### src/rtl/mem_access_unit_pkg.sv
// Shared load/store definitions for the MEM stage: funct3 encodings, LSU
// FSM states, the data-memory request payload and the access helpers.
package mem_access_unit_pkg;

  localparam int unsigned XLEN = 32;
  localparam int unsigned BE_W = XLEN / 8;

  // Load encodings
  localparam logic [2:0] F3_LB  = 3'b000;
  localparam logic [2:0] F3_LH  = 3'b001;
  localparam logic [2:0] F3_LW  = 3'b010;
  localparam logic [2:0] F3_LBU = 3'b100;
  localparam logic [2:0] F3_LHU = 3'b101;
  // Store encodings
  localparam logic [2:0] F3_SB  = 3'b000;
  localparam logic [2:0] F3_SH  = 3'b001;
  localparam logic [2:0] F3_SW  = 3'b010;

  typedef enum logic [1:0] {
    IDLE      = 2'd0,
    WAIT_GNT  = 2'd1,
    WAIT_RESP = 2'd2
  } lsu_state_e;

  // Data-memory request payload (valid is carried separately)
  typedef struct packed {
    logic            we;
    logic [XLEN-1:0] addr;
    logic [BE_W-1:0] be;
    logic [XLEN-1:0] wdata;
  } dmem_req_t;

  // Size/alignment legality; read and write together is never legal.
  function automatic logic access_legal(input logic       rd,
                                        input logic       wr,
                                        input logic [2:0] f3,
                                        input logic [1:0] off);
    logic ok;
    ok = 1'b0;
    if (rd ^ wr) begin
      case (f3)
        F3_LB:   ok = 1'b1;
        F3_LH:   ok = ~off[0];
        F3_LW:   ok = (off == 2'b00);
        F3_LBU:  ok = rd;
        F3_LHU:  ok = rd & ~off[0];
        default: ok = 1'b0;
      endcase
    end
    return ok;
  endfunction

  // Byte enables for the access size at the given byte offset.
  function automatic logic [BE_W-1:0] lane_be(input logic [2:0] f3,
                                               input logic [1:0] off);
    logic [BE_W-1:0] be;
    case (f3[1:0])
      2'b00:   be = 4'b0001 << off;
      2'b01:   be = 4'b0011 << off;
      default: be = 4'b1111;
    endcase
    return be;
  endfunction

endpackage

### src/rtl/lsu_load_align.sv
// Load data alignment: selects the addressed byte/half lane of the read word
// and sign- or zero-extends it.
//   i_rdata  : raw read word from data memory
//   i_offset : byte offset addr[1:0] of the access
//   i_funct3 : load size/sign encoding
//   o_data   : formatted load data (0 for non-load encodings)
module lsu_load_align
  import mem_access_unit_pkg::*;
(
  input  logic [XLEN-1:0] i_rdata,
  input  logic [1:0]      i_offset,
  input  logic [2:0]      i_funct3,
  output logic [XLEN-1:0] o_data
);

  logic [7:0]  byte_c;
  logic [15:0] half_c;

  // Lane select
  always_comb begin
    byte_c = i_rdata[7:0];
    case (i_offset)
      2'd0:    byte_c = i_rdata[7:0];
      2'd1:    byte_c = i_rdata[15:8];
      2'd2:    byte_c = i_rdata[23:16];
      default: byte_c = i_rdata[31:24];
    endcase
    half_c = i_offset[1] ? i_rdata[31:16] : i_rdata[15:0];
  end

  // Extension
  always_comb begin
    o_data = '0;
    case (i_funct3)
      F3_LB:   o_data = {{24{byte_c[7]}}, byte_c};
      F3_LH:   o_data = {{16{half_c[15]}}, half_c};
      F3_LW:   o_data = i_rdata;
      F3_LBU:  o_data = {24'd0, byte_c};
      F3_LHU:  o_data = {16'd0, half_c};
      default: o_data = '0;
    endcase
  end

endmodule

### src/rtl/mem_access_unit.sv
// MEM-stage load/store unit: turns EX/MEM load/store controls into a single
// outstanding req/gnt/rvalid data-memory transaction, stalls the pipeline
// while it is outstanding and returns formatted load data.
//   i_clk, i_arst_n            : clock, async active-low reset
//   i_valid/i_mem_read/i_mem_write/i_funct3/i_addr/i_store_data : EX/MEM controls
//   o_load_data                : formatted load data to MEM/WB
//   o_stall                    : pipeline hold while the access is in flight
//   o_access_err               : one-cycle misaligned/illegal access flag
//   o_dmem_*, i_dmem_*         : data-memory request / response bus
module mem_access_unit
  import mem_access_unit_pkg::*;
#(
  parameter int unsigned N = XLEN
) (
  input  logic          i_clk,
  input  logic          i_arst_n,
  input  logic          i_valid,
  input  logic          i_mem_read,
  input  logic          i_mem_write,
  input  logic [2:0]    i_funct3,
  input  logic [N-1:0]  i_addr,
  input  logic [N-1:0]  i_store_data,
  output logic [N-1:0]  o_load_data,
  output logic          o_stall,
  output logic          o_access_err,
  output logic          o_dmem_req,
  output logic          o_dmem_we,
  output logic [N-1:0]  o_dmem_addr,
  output logic [3:0]    o_dmem_be,
  output logic [N-1:0]  o_dmem_wdata,
  input  logic          i_dmem_gnt,
  input  logic          i_dmem_rvalid,
  input  logic [N-1:0]  i_dmem_rdata
);

  lsu_state_e      state_q, state_d;
  dmem_req_t       req_q;
  logic [1:0]      off_q;
  logic [2:0]      funct3_q;
  logic [N-1:0]    load_data_q;

  logic            access_c;
  logic            legal_c;
  dmem_req_t       req_in_c;
  dmem_req_t       bus_c;
  logic            req_c;
  logic            stall_c;
  logic            err_c;
  logic            capture_c;
  logic            load_upd_c;
  logic [N-1:0]    aligned_c;
  logic [N-1:0]    load_c;

  assign access_c = i_valid & (i_mem_read | i_mem_write);
  assign legal_c  = access_legal(i_mem_read, i_mem_write, i_funct3, i_addr[1:0]);

  // Request payload built straight from EX/MEM; stores replicate into lanes
  always_comb begin
    req_in_c.we    = i_mem_write;
    req_in_c.addr  = {i_addr[N-1:2], 2'b00};
    req_in_c.be    = lane_be(i_funct3, i_addr[1:0]);
    req_in_c.wdata = '0;
    if (i_mem_write) begin
      case (i_funct3[1:0])
        2'b00:   req_in_c.wdata = {4{i_store_data[7:0]}};
        2'b01:   req_in_c.wdata = {2{i_store_data[15:0]}};
        default: req_in_c.wdata = i_store_data;
      endcase
    end
  end

  lsu_load_align u_load_align (
    .i_rdata  (i_dmem_rdata),
    .i_offset (off_q),
    .i_funct3 (funct3_q),
    .o_data   (aligned_c)
  );

  // State register
  always_ff @(posedge i_clk or negedge i_arst_n) begin
    if (!i_arst_n) state_q <= IDLE;
    else           state_q <= state_d;
  end

  // Next state and bus/pipeline controls
  always_comb begin
    state_d    = state_q;
    req_c      = 1'b0;
    bus_c      = '0;
    stall_c    = 1'b0;
    err_c      = 1'b0;
    capture_c  = 1'b0;
    load_upd_c = 1'b0;
    load_c     = load_data_q;
    case (state_q)
      IDLE: begin
        if (access_c) begin
          if (legal_c) begin
            req_c     = 1'b1;
            bus_c     = req_in_c;
            capture_c = 1'b1;
            if (i_dmem_gnt) begin
              // A granted store completes here; a load waits for its data
              state_d = req_in_c.we ? IDLE : WAIT_RESP;
              stall_c = ~req_in_c.we;
            end else begin
              state_d = WAIT_GNT;
              stall_c = 1'b1;
            end
          end else begin
            err_c  = 1'b1;
            load_c = '0;
          end
        end
      end
      WAIT_GNT: begin
        req_c = 1'b1;
        bus_c = req_q;
        if (i_dmem_gnt) begin
          state_d = req_q.we ? IDLE : WAIT_RESP;
          stall_c = ~req_q.we;
        end else begin
          stall_c = 1'b1;
        end
      end
      WAIT_RESP: begin
        if (i_dmem_rvalid) begin
          load_c     = aligned_c;
          load_upd_c = 1'b1;
          state_d    = IDLE;
        end else begin
          stall_c = 1'b1;
        end
      end
      default: state_d = IDLE;
    endcase
  end

  // Latched request and load-data copy
  always_ff @(posedge i_clk or negedge i_arst_n) begin
    if (!i_arst_n) begin
      req_q       <= '0;
      off_q       <= 2'b00;
      funct3_q    <= 3'b000;
      load_data_q <= '0;
    end else begin
      if (capture_c) begin
        req_q    <= req_in_c;
        off_q    <= i_addr[1:0];
        funct3_q <= i_funct3;
      end
      if (load_upd_c)  load_data_q <= aligned_c;
      else if (err_c)  load_data_q <= '0;
    end
  end

  // Bus and pipeline outputs are forced quiet while reset is asserted
  assign o_dmem_req   = req_c & i_arst_n;
  assign o_dmem_we    = bus_c.we & i_arst_n;
  assign o_dmem_addr  = i_arst_n ? bus_c.addr  : '0;
  assign o_dmem_be    = i_arst_n ? bus_c.be    : '0;
  assign o_dmem_wdata = i_arst_n ? bus_c.wdata : '0;
  assign o_stall      = stall_c & i_arst_n;
  assign o_access_err = err_c & i_arst_n;
  assign o_load_data  = load_c;

endmodule
### config.mk
export PLATFORM = sky130hd
export DESIGN_NAME = mem_access_unit
export DESIGN_NICKNAME = d
export VERILOG_FILES = /design/src/rtl/mem_access_unit_pkg.sv /design/src/rtl/lsu_load_align.sv /design/src/rtl/mem_access_unit.sv
export SDC_FILE = /design/constraint.sdc
export NUM_CORES = 1
export LEC_CHECK = 0
export CAP_MARGIN = 10
export CELL_PAD_IN_SITES_DETAIL_PLACEMENT = 1
export CELL_PAD_IN_SITES_GLOBAL_PLACEMENT = 1
export CORE_ASPECT_RATIO = 1.4
export CORE_MARGIN = 2
export CORE_UTILIZATION = 25
export DETAILED_ROUTE_END_ITERATION = 16
export HOLD_SLACK_MARGIN = 0.05
export PLACE_DENSITY = 0.58
export SKIP_LAST_GASP = 1
export SLEW_MARGIN = 30
export SYNTH_ARGS = -nofsm -noshare
export SYNTH_HDL_FRONTEND = slang
export SYNTH_SLANG_ARGS = --single-unit
### constraint.sdc
create_clock -name i_clk -period 6.1 [get_ports i_clk]
set_input_delay 1.83 -clock i_clk [delete_from_list [all_inputs] [get_ports i_clk]]
set_output_delay 1.83 -clock i_clk [all_outputs]
set_load 0.02 [all_outputs]
# Yosys cells after proc, flatten, opt, wreduce, memory -nomap -nowiden
# Index checks and enable logic that the tools add are counted.
# W data, S select, Z words.
[op_classes] reduce_logical=8 n_mux=43 shift=2 n_eq_ne=17 n_bitwise=11
[ops] op="$mux W32" count=8
[ops] op="$pmux W32 S5" count=1
[ops] op="$mux W69" count=2
[ops] op="$pmux W69 S2" count=1
[ops] op="$pmux W32 S2" count=2
[ops] op="$pmux W8 S3" count=1
[ops] op="$mux W16" count=1
[ops] op="$mux W1" count=14
[ops] op="$mux W2" count=7
[ops] op="$eq A3 B3 Y1 const B" count=4
[ops] op="$logic_not A2 Y1" count=4
[ops] op="$ne A2 B2 Y1 const B" count=4
[ops] op="$pmux W4 S2" count=1
[ops] op="$and A1 B1 Y1" count=6
[ops] op="$eq A2 B1 Y1 const B" count=3
[ops] op="$eq A3 B1 Y1 const B" count=2
[ops] op="$eq A3 B2 Y1 const B" count=2
[ops] op="$logic_not A3 Y1" count=2
[ops] op="$pmux W2 S3" count=1
[ops] op="$pmux W1 S5" count=1
[ops] op="$eq A2 B2 Y1 const B" count=2
[ops] op="$mux W4" count=1
[ops] op="$reduce_and A4 Y1" count=1
[ops] op="$shl A1 B2 Y4 const A" count=1
[ops] op="7 further kinds" count=9
[word_totals] out_inout_bits=104 in_bits=106 wordCells=89 reg_bits=106

# Logic depth before layout (Yosys ltp)
# Gate-level depths: netlist of the first run.
[depth] word_depth=9 ltp_mapped=9 mapped_depth_nobuf=6

# By module
# From an unflattened synthesis of the first run, not the netlist that was laid out.
[hier_totals] cells_unflattened=724 area_unflattened_um2=6628.9
[by_module_without_submodules] mod="mem_access_unit" cells_per_inst=591 area_per_inst_um2=5584.1 seq_area_each_um2=2652.5 instances=1
[by_module_without_submodules] mod="lsu_load_align" cells_per_inst=133 area_per_inst_um2=1044.8 seq_area_each_um2=0.0 instances=1

# Least setup slack after synthesis of the first run
# OpenSTA, ideal clock, no wires.
[synth_path] kind="input -> output" from="input port i_mem_write" to="output port o_dmem_wdata[12]" t_required_ps=4270 path_stages=9 t_arrival_ps=4079 path_slack_ps=191 n_path_buf=3 path_cell_list="clkbuf_1 -> inv_2 -> clkbuf_1 -> ha_1 -> or4b_1 -> inv_2 -> nand3_1 -> clkbuf_1 -> o21ai_0"
[synth_between] elab_chain_cells=6 word_cells_on_any_way=9 classes_between="mux (6); bitwise (3)"
[synth_rtl] element="start, declared" line="mem_access_unit.sv:19" rtl="input logic i_mem_write,"
[synth_rtl] element="$xor A1 B1 Y1" line="mem_access_unit_pkg.sv:40" rtl="if (rd ^ wr) begin"
[synth_rtl] element="$mux W1" line="mem_access_unit_pkg.sv:40"
[synth_rtl] element="$mux W69" line="mem_access_unit.sv:98" rtl="if (legal_c) begin"
[synth_rtl] element="$mux W69 (*)" line="mem_access_unit.sv:97" rtl="if (access_c) begin"
[synth_rtl] element="$pmux W69 S2 (*)" line="mem_access_unit.sv:95" rtl="case (state_q)"
[synth_rtl] element="$mux W32 (*)" line="mem_access_unit.sv:162" rtl="assign o_dmem_wdata = i_arst_n ? bus_c.wdata : '0;"
[synth_rtl] element="end, declared" line="mem_access_unit.sv:30" rtl="output logic [N-1:0] o_dmem_wdata,"
# Mark *: on every way between the ends. The rest lies on a longest branch, timed or not.

# Worst setup path in the final report of the first run
[layout_path] from="input port i_mem_read" to="output port o_load_data[18]"
[layout_between] elab_chain_cells=6 word_cells_on_any_way=9 classes_between="mux (5); bitwise (4)"
[layout_rtl] element="start, declared" line="mem_access_unit.sv:18" rtl="input logic i_mem_read,"
[layout_rtl] element="$and A1 B1 Y1" line="mem_access_unit_pkg.sv:46" rtl="F3_LHU: ok = rd & ~off[0];"
[layout_rtl] element="$pmux W1 S5" line="mem_access_unit_pkg.sv:41" rtl="case (f3)"
[layout_rtl] element="$mux W1" line="mem_access_unit_pkg.sv:40"
[layout_rtl] element="$mux W32" line="mem_access_unit.sv:98"
[layout_rtl] element="$mux W32 (*)" line="mem_access_unit.sv:97"
[layout_rtl] element="$pmux W32 S2 (*)" line="mem_access_unit.sv:95"
[layout_rtl] element="end, declared" line="mem_access_unit.sv:23" rtl="output logic [N-1:0] o_load_data,"
# Marks and branches as above.

==> flow_summary.html, run 1 <==
<table>
<tr><th>Metric</th><th>Value</th></tr>
<tr><th colspan="2">Die</th></tr>
<tr><td>Cell Rows</td><td>67</td></tr>
<tr><td>IO Count</td><td>210</td></tr>
<tr><td>Starting density of the core</td><td>0.2539</td></tr>
<tr><td>Die Area</td><td>25,630 sq um</td></tr>
<tr><td>Die outline height</td><td>188.6 um</td></tr>
<tr><td>Die boundary width</td><td>135.9 um</td></tr>
<tr><td>CORE AREA</td><td>23,980 sq um</td></tr>
<tr><th colspan="2">Timing</th></tr>
<tr><td>Final-report setup violation count</td><td>0</td></tr>
<tr><td>Clock period minus final worst setup slack</td><td>6.051 ns</td></tr>
<tr><td>Total count of max-transition violations in the final report</td><td>0</td></tr>
<tr><td>Slew at the pin with the worst max-slew slack</td><td>0.9348 ns</td></tr>
<tr><td>Final worst path period share</td><td>0.9920</td></tr>
<tr><td>Final setup TNS</td><td>0 ns</td></tr>
<tr><td>Clock skew</td><td>0.006190 ns</td></tr>
<tr><td>Setup repair after global routing missed its margin</td><td>yes</td></tr>
<tr><td>Max Fclk</td><td>0.1652 GHz</td></tr>
<tr><td>Final hold violations</td><td>0</td></tr>
<tr><td>Relative slew slack</td><td>0.3745</td></tr>
<tr><th colspan="2">Yosys</th></tr>
<tr><td>Post-synthesis async set-or-reset flop share</td><td>1.000</td></tr>
<tr><td>Syn avg cell area</td><td>10.18 sq um</td></tr>
<tr><td>Count of flip-flops with a built-in enable after synthesis</td><td>0</td></tr>
<tr><td>Syn Std Cell Area</td><td>6087 sq um</td></tr>
<tr><td>Post-synth top area share</td><td>0.4358</td></tr>
<tr><td>Top area cells in the synthesized netlist</td><td>dfrtp_1 44%, mux2_2 6.5%, a22o_1 6.0%, o21ai_0 5.7%, a221o_1 5.3%</td></tr>
<tr><td>Cell accounting for the most synthesized area</td><td>dfrtp_1</td></tr>
<tr><td>Number of distinct library cells after synthesis</td><td>46</td></tr>
<tr><td>Leading register cell type out of synthesis</td><td>dfrtp_1</td></tr>
<tr><td>Gate count after technology mapping</td><td>598</td></tr>
<tr><td>Sequential element share of the synthesized area</td><td>0.4358</td></tr>
<tr><td>Register bit count reported by yosys</td><td>106</td></tr>
<tr><td>Count of synthesis-stage warnings from yosys</td><td>0</td></tr>
<tr><th colspan="2">Power and ir drop</th></tr>
<tr><td>Power per standard cell area</td><td>265.5 nW/um^2</td></tr>
<tr><td>Power Total</td><td>2.380 mW</td></tr>
<tr><td>Pleak</td><td>4.032 nW</td></tr>
<tr><td>Worst IR Drop VDD</td><td>0.1329 mV</td></tr>
<tr><th colspan="2">Critical path</th></tr>
<tr><td>Capturing element type of the critical path</td><td>output pin</td></tr>
<tr><td>Crit Path Category</td><td>in2out</td></tr>
<tr><td>Worst setup startpoint</td><td>i_mem_read</td></tr>
<tr><td>Setup crit start kind</td><td>primary input</td></tr>
<tr><td>Largest driver fanout on the critical path</td><td>11</td></tr>
<tr><td>Critical path data arrival time</td><td>4.22 ns</td></tr>
<tr><td>Required time at the endpoint of the critical path</td><td>4.27 ns</td></tr>
<tr><td>Worst reg2reg path startpoint</td><td>state_q[0]</td></tr>
<tr><th colspan="2">Global route</th></tr>
<tr><td>All-layer global routing usage</td><td>0.1914</td></tr>
<tr><td>Global-route wire length before repair</td><td>37,740 um</td></tr>
<tr><td>Grt total ovfl</td><td>0</td></tr>
<tr><td>Antenna violations before repair</td><td>1</td></tr>
<tr><td>Pin count of the biggest net entering global routing</td><td>73</td></tr>
<tr><td>Number of global-route vias before repair</td><td>6,387</td></tr>
<tr><th colspan="2">CTS</th></tr>
<tr><td>Number of sinks handled by clock tree synthesis</td><td>106</td></tr>
<tr><td>Clock transition at the registers of the reported paths</td><td>0.07 ns</td></tr>
<tr><td>Number of buffers added by the clock tree synthesis step</td><td>9</td></tr>
<tr><td>CTS root buffer</td><td>clkbuf_16</td></tr>
<tr><td>CTS tree</td><td>done</td></tr>
<tr><td>Max H-tree Level</td><td>3</td></tr>
<tr><td>Number of buffers on the longest clock path</td><td>2</td></tr>
<tr><td>Clock latency reported for the late side of the worst-skew pair</td><td>0.36 ns</td></tr>
<tr><th colspan="2">Routing</th></tr>
<tr><td>First-pass iteration count of the detailed router</td><td>5</td></tr>
<tr><td>Detailed-route wire length per cell</td><td>21.71 um</td></tr>
<tr><td>Vias after detailed routing</td><td>5,938</td></tr>
<tr><td>DRC marker count from the first detailed-route iteration</td><td>299</td></tr>
<tr><td>Detailed-route vias per instance</td><td>5.260</td></tr>
<tr><td>Antenna Nets Post-Route</td><td>0</td></tr>
<tr><td>Drt total wl</td><td>24,510 um</td></tr>
<tr><td>Number of design rule violations left after detail routing</td><td>0</td></tr>
<tr><th colspan="2">Placed design</th></tr>
<tr><td>Half-perimeter wire length after placement</td><td>17,730 um</td></tr>
<tr><td>Routability cong.</td><td>0.8311</td></tr>
<tr><td>Number of port buffers</td><td>207</td></tr>
<tr><th colspan="2">Layout</th></tr>
<tr><td>Net count of the finished layout</td><td>920</td></tr>
<tr><td>Multi-input gate area</td><td>3188 sq um</td></tr>
<tr><td>Most used cells in the layout excluding fill and tap cells</td><td>106 x dfrtp_1, 105 x clkdlybuf4s50_1, 67 x o21ai_0, 57 x buf_4, 56 x nand2_1</td></tr>
<tr><td>Reg area</td><td>2653 sq um</td></tr>
<tr><td>Filler cells</td><td>2,733</td></tr>
<tr><td>Fraction of layout cells with a size suffix above 1</td><td>0.2042</td></tr>
<tr><td>Commonest non-fill, non-tap cell in the layout</td><td>dfrtp_1</td></tr>
<tr><td>Layout Area Growth over Synthesis</td><td>47.26%</td></tr>
<tr><th colspan="2">Status</th></tr>
<tr><td>Result of the run</td><td>complete, no violations</td></tr>
<tr><th colspan="2">Job</th></tr>
<tr><td>Maximum capacitance violations</td><td>0</td></tr>
<tr><th colspan="2">Hold path</th></tr>
<tr><td>Hold_sp</td><td>load_data_q[3]</td></tr>
<tr><td>Class of the tightest hold or removal check</td><td>reg2reg</td></tr>
</table>
## synthesized netlist by cell type, types with 2 or more instances
cell type and instances:
a21oi_1 19, a221o_1 32, a221oi_1 8, a22o_1 42
a22oi_1 7, and3_1 2, buf_1 2, buf_2 13
buf_4 9, clkbuf_1 39, dfrtp_1 106, inv_1 4
inv_2 2, mux2_1 6, mux2_2 35, mux2i_1 26
nand2_1 57, nand2b_1 12, nand3_1 8, nor2_1 16
nor2b_1 2, nor3_1 2, nor3b_1 3, nor4b_2 2
o21ai_0 69, o2bb2ai_1 32, o31ai_1 24
## flip-flops by register name, indices dropped and copies added (netlist names)
| name | flops |
|---|---|
| funct3_q | 3 |
| load_data_q | 32 |
| off_q | 2 |
| req_q | 67 |
| state_q | 2 |
## path summary, 6_finish.rpt
kind / slack, ns / endpoint / depth (start not counted)
min reg2reg: 0.49 / load_data_q[3] / 1
max: 0.05 / o_load_data[18] / 9
min: 0.49 / load_data_q[3] / 1
max reg2reg: 3.45 / req_q[55] / 6
max in group asynchronous: 3.96 / load_data_q[27] / 2
min in group asynchronous: 1.26 / state_q[0] / 1
## logic make-up (layout without fill, tap and decap cells)
group | Yosys count | in the layout | share of synthesized area
other | 1 | 3 | 0.0006161
muxes | 68 | 68 | 0.1223
and+or+nand+nor | 110 | 110 | 0.09003
buffers and inverters | 69 | 287 | 0.05077
AOI/OAI and AO/OA | 243 | 244 | 0.2985
adders and majority gates | 1 | 1 | 0.002055
DFF | 106 | 106 | 0.4358
## what timing repair did
item	in CTS	in global routing
setup endpoints to repair	95	66
resized for setup	105	103
buffers inserted	3	4
pin swaps	3	2
hold buffers	0	0
cloned	2	0
## where the power goes
| part | internal, mW | switching (mW) | total, mW | leakage (nW) |
|---|---|---|---|---|
| combinational | 0.356 | 0.384 | 0.741 | 2.50 |
| clock | 0.367 | 0.290 | 0.657 | 0.157 |
| sequential | 0.860 | 0.123 | 0.983 | 1.38 |
| total | 1.58 | 0.797 | 2.38 | 4.03 |
## metal layers
| layer | part of all wire | vias up | routed length [um] | global-route usage |
|---|---|---|---|---|
| met5 | 0 | - | 0 | 0 |
| met3 | 0.041 | 35 | 1000 | 0.02798 |
| li1 | - | 2727 | - | - |
| met2 | 0.53 | 180 | 13080 | 0.3467 |
| met1 | 0.40 | 2996 | 9738 | 0.2245 |
| met4 | 0.028 | 0 | 693 | 0.07412 |
## critical path, stage by stage
cell	delay, ns
clkdlybuf4s50_1	0.52
inv_1	0.06
ha_1	0.22
or4b_4	0.53
inv_6	0.13
a21oi_4	0.09
buf_12	0.17
a221o_1	0.34
dlygate4sd2_1	0.32
## per-stage QoR
step	util	area [sq um]	setup WS, ns	cells	hold WS (ns)
floorplan	-	6091	0.1906	599	0.4567
global placement	0.3618	8673	-0.3835	1102	0.4708
detailed placement	0.3624	8688	-0.4982	1103	0.4744
CTS	0.3758	9010	-0.1829	1124	0.4959
global route	0.3738	8961	-0.02348	1128	0.5020
finish	0.3739	8964	0.04854	1129	0.4934
## area by class of cell
class                      count  area share
multi-input combinational    425      0.3557
tap                          310     0.04327
clock buffer                  10     0.02554
sequential                   106      0.2959
clock inverter                 6     0.01103
timing repair buffer         265      0.2652
inverter                       6    0.003071
antenna                        1   0.0002792
(Power assumes the default switching activity.)
==> run 2: changes to the inputs <==
--- a/config.mk
+++ b/config.mk
@@ -6,14 +6,12 @@
 export NUM_CORES = 1
 export LEC_CHECK = 0
 export CAP_MARGIN = 10
-export CELL_PAD_IN_SITES_DETAIL_PLACEMENT = 1
-export CELL_PAD_IN_SITES_GLOBAL_PLACEMENT = 1
 export CORE_ASPECT_RATIO = 1.4
 export CORE_MARGIN = 2
 export CORE_UTILIZATION = 25
 export DETAILED_ROUTE_END_ITERATION = 16
-export HOLD_SLACK_MARGIN = 0.05
-export PLACE_DENSITY = 0.58
+export MAX_ROUTING_LAYER = met4
+export PLACE_DENSITY = 0.45
 export SKIP_LAST_GASP = 1
 export SLEW_MARGIN = 30
 export SYNTH_ARGS = -nofsm -noshare
==> run 2 against run 1 <==
Setup slack better by 0.074 ns. Hold slack worse by 0.0050 ns. Largest cell class unchanged. Sequential share of layout area increased by 0.19 points. Fmax rose by 1.2%. Non-clock buffer count decreased by 6. Design area is 0.63% lower. Critical path type unchanged. Largest power group unchanged. Critical endpoint is now o_load_data[23]. First-iteration DRC count down 10%. Wire length down 7.2%. Clock-buffer cell count increased by 1. Final cell count down 0.62%. Clock power is 9.0% lower.
==> flow_summary.html, run 2 (synthesis gave the netlist of run 1 again) <==
<table>
<tr><th>Metric</th><th>Value</th></tr>
<tr><th colspan="2">Global route</th></tr>
<tr><td>All-layer global routing usage</td><td>0.1803</td></tr>
<tr><td>Global-route wire length before repair</td><td>34,960 um</td></tr>
<tr><td>Grt total ovfl</td><td>0</td></tr>
<tr><td>Antenna violations before repair</td><td>2</td></tr>
<tr><td>Number of global-route vias before repair</td><td>6,231</td></tr>
<tr><td>Pin count of the biggest net entering global routing</td><td>78</td></tr>
<tr><th colspan="2">Die</th></tr>
<tr><td>Cell Rows</td><td>67</td></tr>
<tr><td>IO Count</td><td>210</td></tr>
<tr><td>Die outline height</td><td>188.6 um</td></tr>
<tr><td>CORE AREA</td><td>23,980 sq um</td></tr>
<tr><td>Die boundary width</td><td>135.9 um</td></tr>
<tr><td>Die Area</td><td>25,630 sq um</td></tr>
<tr><td>Starting density of the core</td><td>0.2539</td></tr>
<tr><th colspan="2">Placed design</th></tr>
<tr><td>Routability cong.</td><td>0.8618</td></tr>
<tr><td>Number of port buffers</td><td>207</td></tr>
<tr><td>Number of placed instances, taps included</td><td>1,099</td></tr>
<tr><td>Half-perimeter wire length after placement</td><td>16,490 um</td></tr>
<tr><th colspan="2">Timing</th></tr>
<tr><td>Relative slew slack</td><td>0.3827</td></tr>
<tr><td>Total count of max-transition violations in the final report</td><td>0</td></tr>
<tr><td>Clock skew</td><td>0.006982 ns</td></tr>
<tr><td>Setup repair after global routing missed its margin</td><td>no</td></tr>
<tr><td>Final-report setup violation count</td><td>0</td></tr>
<tr><td>Final hold violations</td><td>0</td></tr>
<tr><td>Slew at the pin with the worst max-slew slack</td><td>0.9220 ns</td></tr>
<tr><td>Final worst path period share</td><td>0.9799</td></tr>
<tr><td>Max Fclk</td><td>0.1673 GHz</td></tr>
<tr><td>Clock period minus final worst setup slack</td><td>5.977 ns</td></tr>
<tr><th colspan="2">Critical path</th></tr>
<tr><td>Required time at the endpoint of the critical path</td><td>4.27 ns</td></tr>
<tr><td>Worst reg2reg path startpoint</td><td>state_q[0]</td></tr>
<tr><td>Critical path data arrival time</td><td>4.15 ns</td></tr>
<tr><td>Largest driver fanout on the critical path</td><td>18</td></tr>
<tr><td>Cell depth of the worst flop-to-flop path</td><td>6</td></tr>
<tr><td>Worst setup startpoint</td><td>i_dmem_rdata[31]</td></tr>
<tr><td>Worst Setup EP</td><td>o_load_data[23]</td></tr>
<tr><td>Setup crit start kind</td><td>primary input</td></tr>
<tr><td>End of the worst register-to-register path</td><td>req_q[58]</td></tr>
<tr><td>Crit Path Category</td><td>in2out</td></tr>
<tr><td>Worst reg-to-reg setup slack</td><td>3.29 ns</td></tr>
<tr><td>Capturing element type of the critical path</td><td>output pin</td></tr>
<tr><th colspan="2">Layout</th></tr>
<tr><td>Net count of the finished layout</td><td>913</td></tr>
<tr><td>Filler cells</td><td>2,471</td></tr>
<tr><td>Final non-filler cell total</td><td>1,122</td></tr>
<tr><td>Largest registers</td><td>req_q x67, load_data_q x32, funct3_q x3</td></tr>
<tr><td>Reg area</td><td>2653 sq um</td></tr>
<tr><td>Commonest non-fill, non-tap cell in the layout</td><td>dfrtp_1</td></tr>
<tr><td>Number of flip-flops in the largest register</td><td>67</td></tr>
<tr><td>Final standard cell utilization of the core</td><td>0.3715</td></tr>
<tr><td>Most used cells in the layout excluding fill and tap cells</td><td>106 x dfrtp_1, 103 x clkdlybuf4s50_1, 90 x dlygate4sd2_1, 68 x o21ai_0, 56 x nand2_1</td></tr>
<tr><td>Layout Area Growth over Synthesis</td><td>46.33%</td></tr>
<tr><td>Multi-input gate area</td><td>3168 sq um</td></tr>
<tr><td>Top reg by flops</td><td>req_q</td></tr>
<tr><td>Fraction of layout cells with a size suffix above 1</td><td>0.1556</td></tr>
<tr><th colspan="2">Power and ir drop</th></tr>
<tr><td>Pleak</td><td>4.093 nW</td></tr>
<tr><td>Switching power as a share of total power</td><td>0.3280</td></tr>
<tr><td>Power per standard cell area</td><td>257.4 nW/um^2</td></tr>
<tr><td>Sequential Power Share</td><td>0.428</td></tr>
<tr><td>Worst IR Drop VDD</td><td>0.1257 mV</td></tr>
<tr><td>Psw</td><td>752.1 uW</td></tr>
<tr><td>Combinational fraction of design power</td><td>0.311</td></tr>
<tr><td>Internal power of the cells</td><td>1.541 mW</td></tr>
<tr><td>Fraction of power consumed by the clock network</td><td>0.261</td></tr>
<tr><th colspan="2">Routing</th></tr>
<tr><td>DRC marker count from the first detailed-route iteration</td><td>268</td></tr>
<tr><td>Antenna Nets Post-Route</td><td>0</td></tr>
<tr><td>Vias after detailed routing</td><td>5,878</td></tr>
<tr><td>Number of design rule violations left after detail routing</td><td>0</td></tr>
<tr><td>Detailed-route vias per instance</td><td>5.239</td></tr>
<tr><td>Drt total wl</td><td>22,750 um</td></tr>
<tr><td>Detailed-route wire length per cell</td><td>20.28 um</td></tr>
<tr><td>First-pass iteration count of the detailed router</td><td>5</td></tr>
<tr><th colspan="2">CTS</th></tr>
<tr><td>Clock transition at the registers of the reported paths</td><td>0.07 ns</td></tr>
<tr><td>Number of sinks handled by clock tree synthesis</td><td>106</td></tr>
<tr><td>Clock latency reported for the late side of the worst-skew pair</td><td>0.35 ns</td></tr>
<tr><td>Max H-tree Level</td><td>3</td></tr>
<tr><td>CTS root buffer</td><td>clkbuf_16</td></tr>
<tr><td>Number of buffers on the longest clock path</td><td>2</td></tr>
<tr><td>Number of buffers added by the clock tree synthesis step</td><td>9</td></tr>
<tr><td>CTS tree</td><td>done</td></tr>
<tr><th colspan="2">Status</th></tr>
<tr><td>Result of the run</td><td>complete, no violations</td></tr>
<tr><th colspan="2">Hold path</th></tr>
<tr><td>Class of the tightest hold or removal check</td><td>reg2reg</td></tr>
<tr><td>Hold_sp</td><td>load_data_q[9]</td></tr>
<tr><td>Hold Crit Depth</td><td>1</td></tr>
<tr><th colspan="2">Job</th></tr>
<tr><td>Maximum capacitance violations</td><td>0</td></tr>
</table>
run 2: worst min path at each step:
stage                      end  slack [ns]
6_report        load_data_q[9]        0.49
5_1_grt         load_data_q[1]        0.51
4_1_cts         load_data_q[9]        0.49
3_5_place_dp    load_data_q[1]        0.47
3_3_place_gp   load_data_q[13]        0.47
2_1_floorplan   load_data_q[0]        0.46
run 2: final cells by class:
type,instances,area share
diodes,2,0.0005619
clock buffers,11,0.02725
clock inverters,4,0.005900
inverters,6,0.002528
multi-input cells,424,0.3557
flip-flops and latches,106,0.2978
well taps,310,0.04355
repair buffers,259,0.2668
run 2: what timing repair did:
item	CTS	global route
setup buffers	5	1
resized for setup	102	15
pin swaps	1	3
setup endpoints to repair	98	18
gates cloned	0	0
hold buffers	0	0
run 2: power by group through the flow:
stage          Combinational [mW]  Clock [mW]  Sequential [mW]
2_1_floorplan               0.450           0            0.934
3_3_place_gp                0.720           0            0.981
3_5_place_dp                0.732           0            0.988
4_1_cts                     0.724       0.625            0.978
5_1_grt                     0.778       0.649             1.00
6_report                    0.714       0.598            0.981
run 2: critical path, cell delays in order:
cell	delay, ns
clkdlybuf4s50_1	0.51
buf_4	0.14
mux2_2	0.18
mux2i_1	0.11
nor4b_4	0.78
a221o_1	0.23
dlygate4sd2_1	0.37
run 2: metrics by stage:
stage	TNS, ns	setup slack (ns)	instance area (sq um)	total power, mW	hold WS, ns
detailed placement	-18.00	-0.3202	8675	1.720	0.4750
floorplan	0	0.1906	6091	1.384	0.4567
finish	0	0.1225	8907	2.293	0.4884
global route	0	0.002281	8907	2.430	0.5098
CTS	-0.1591	-0.1069	8910	2.327	0.4943
global placement	-17.91	-0.3064	8668	1.701	0.4740
run 2: routing by layer:
layer | GRT usage | up-vias | routed length, um
met3 | 0.02394 | 31 | 1339
met5 | - | - | 0
met2 | 0.3091 | 221 | 11560
li1 | - | 2694 | -
met4 | 0.07011 | 0 | 607
met1 | 0.2130 | 2932 | 9252
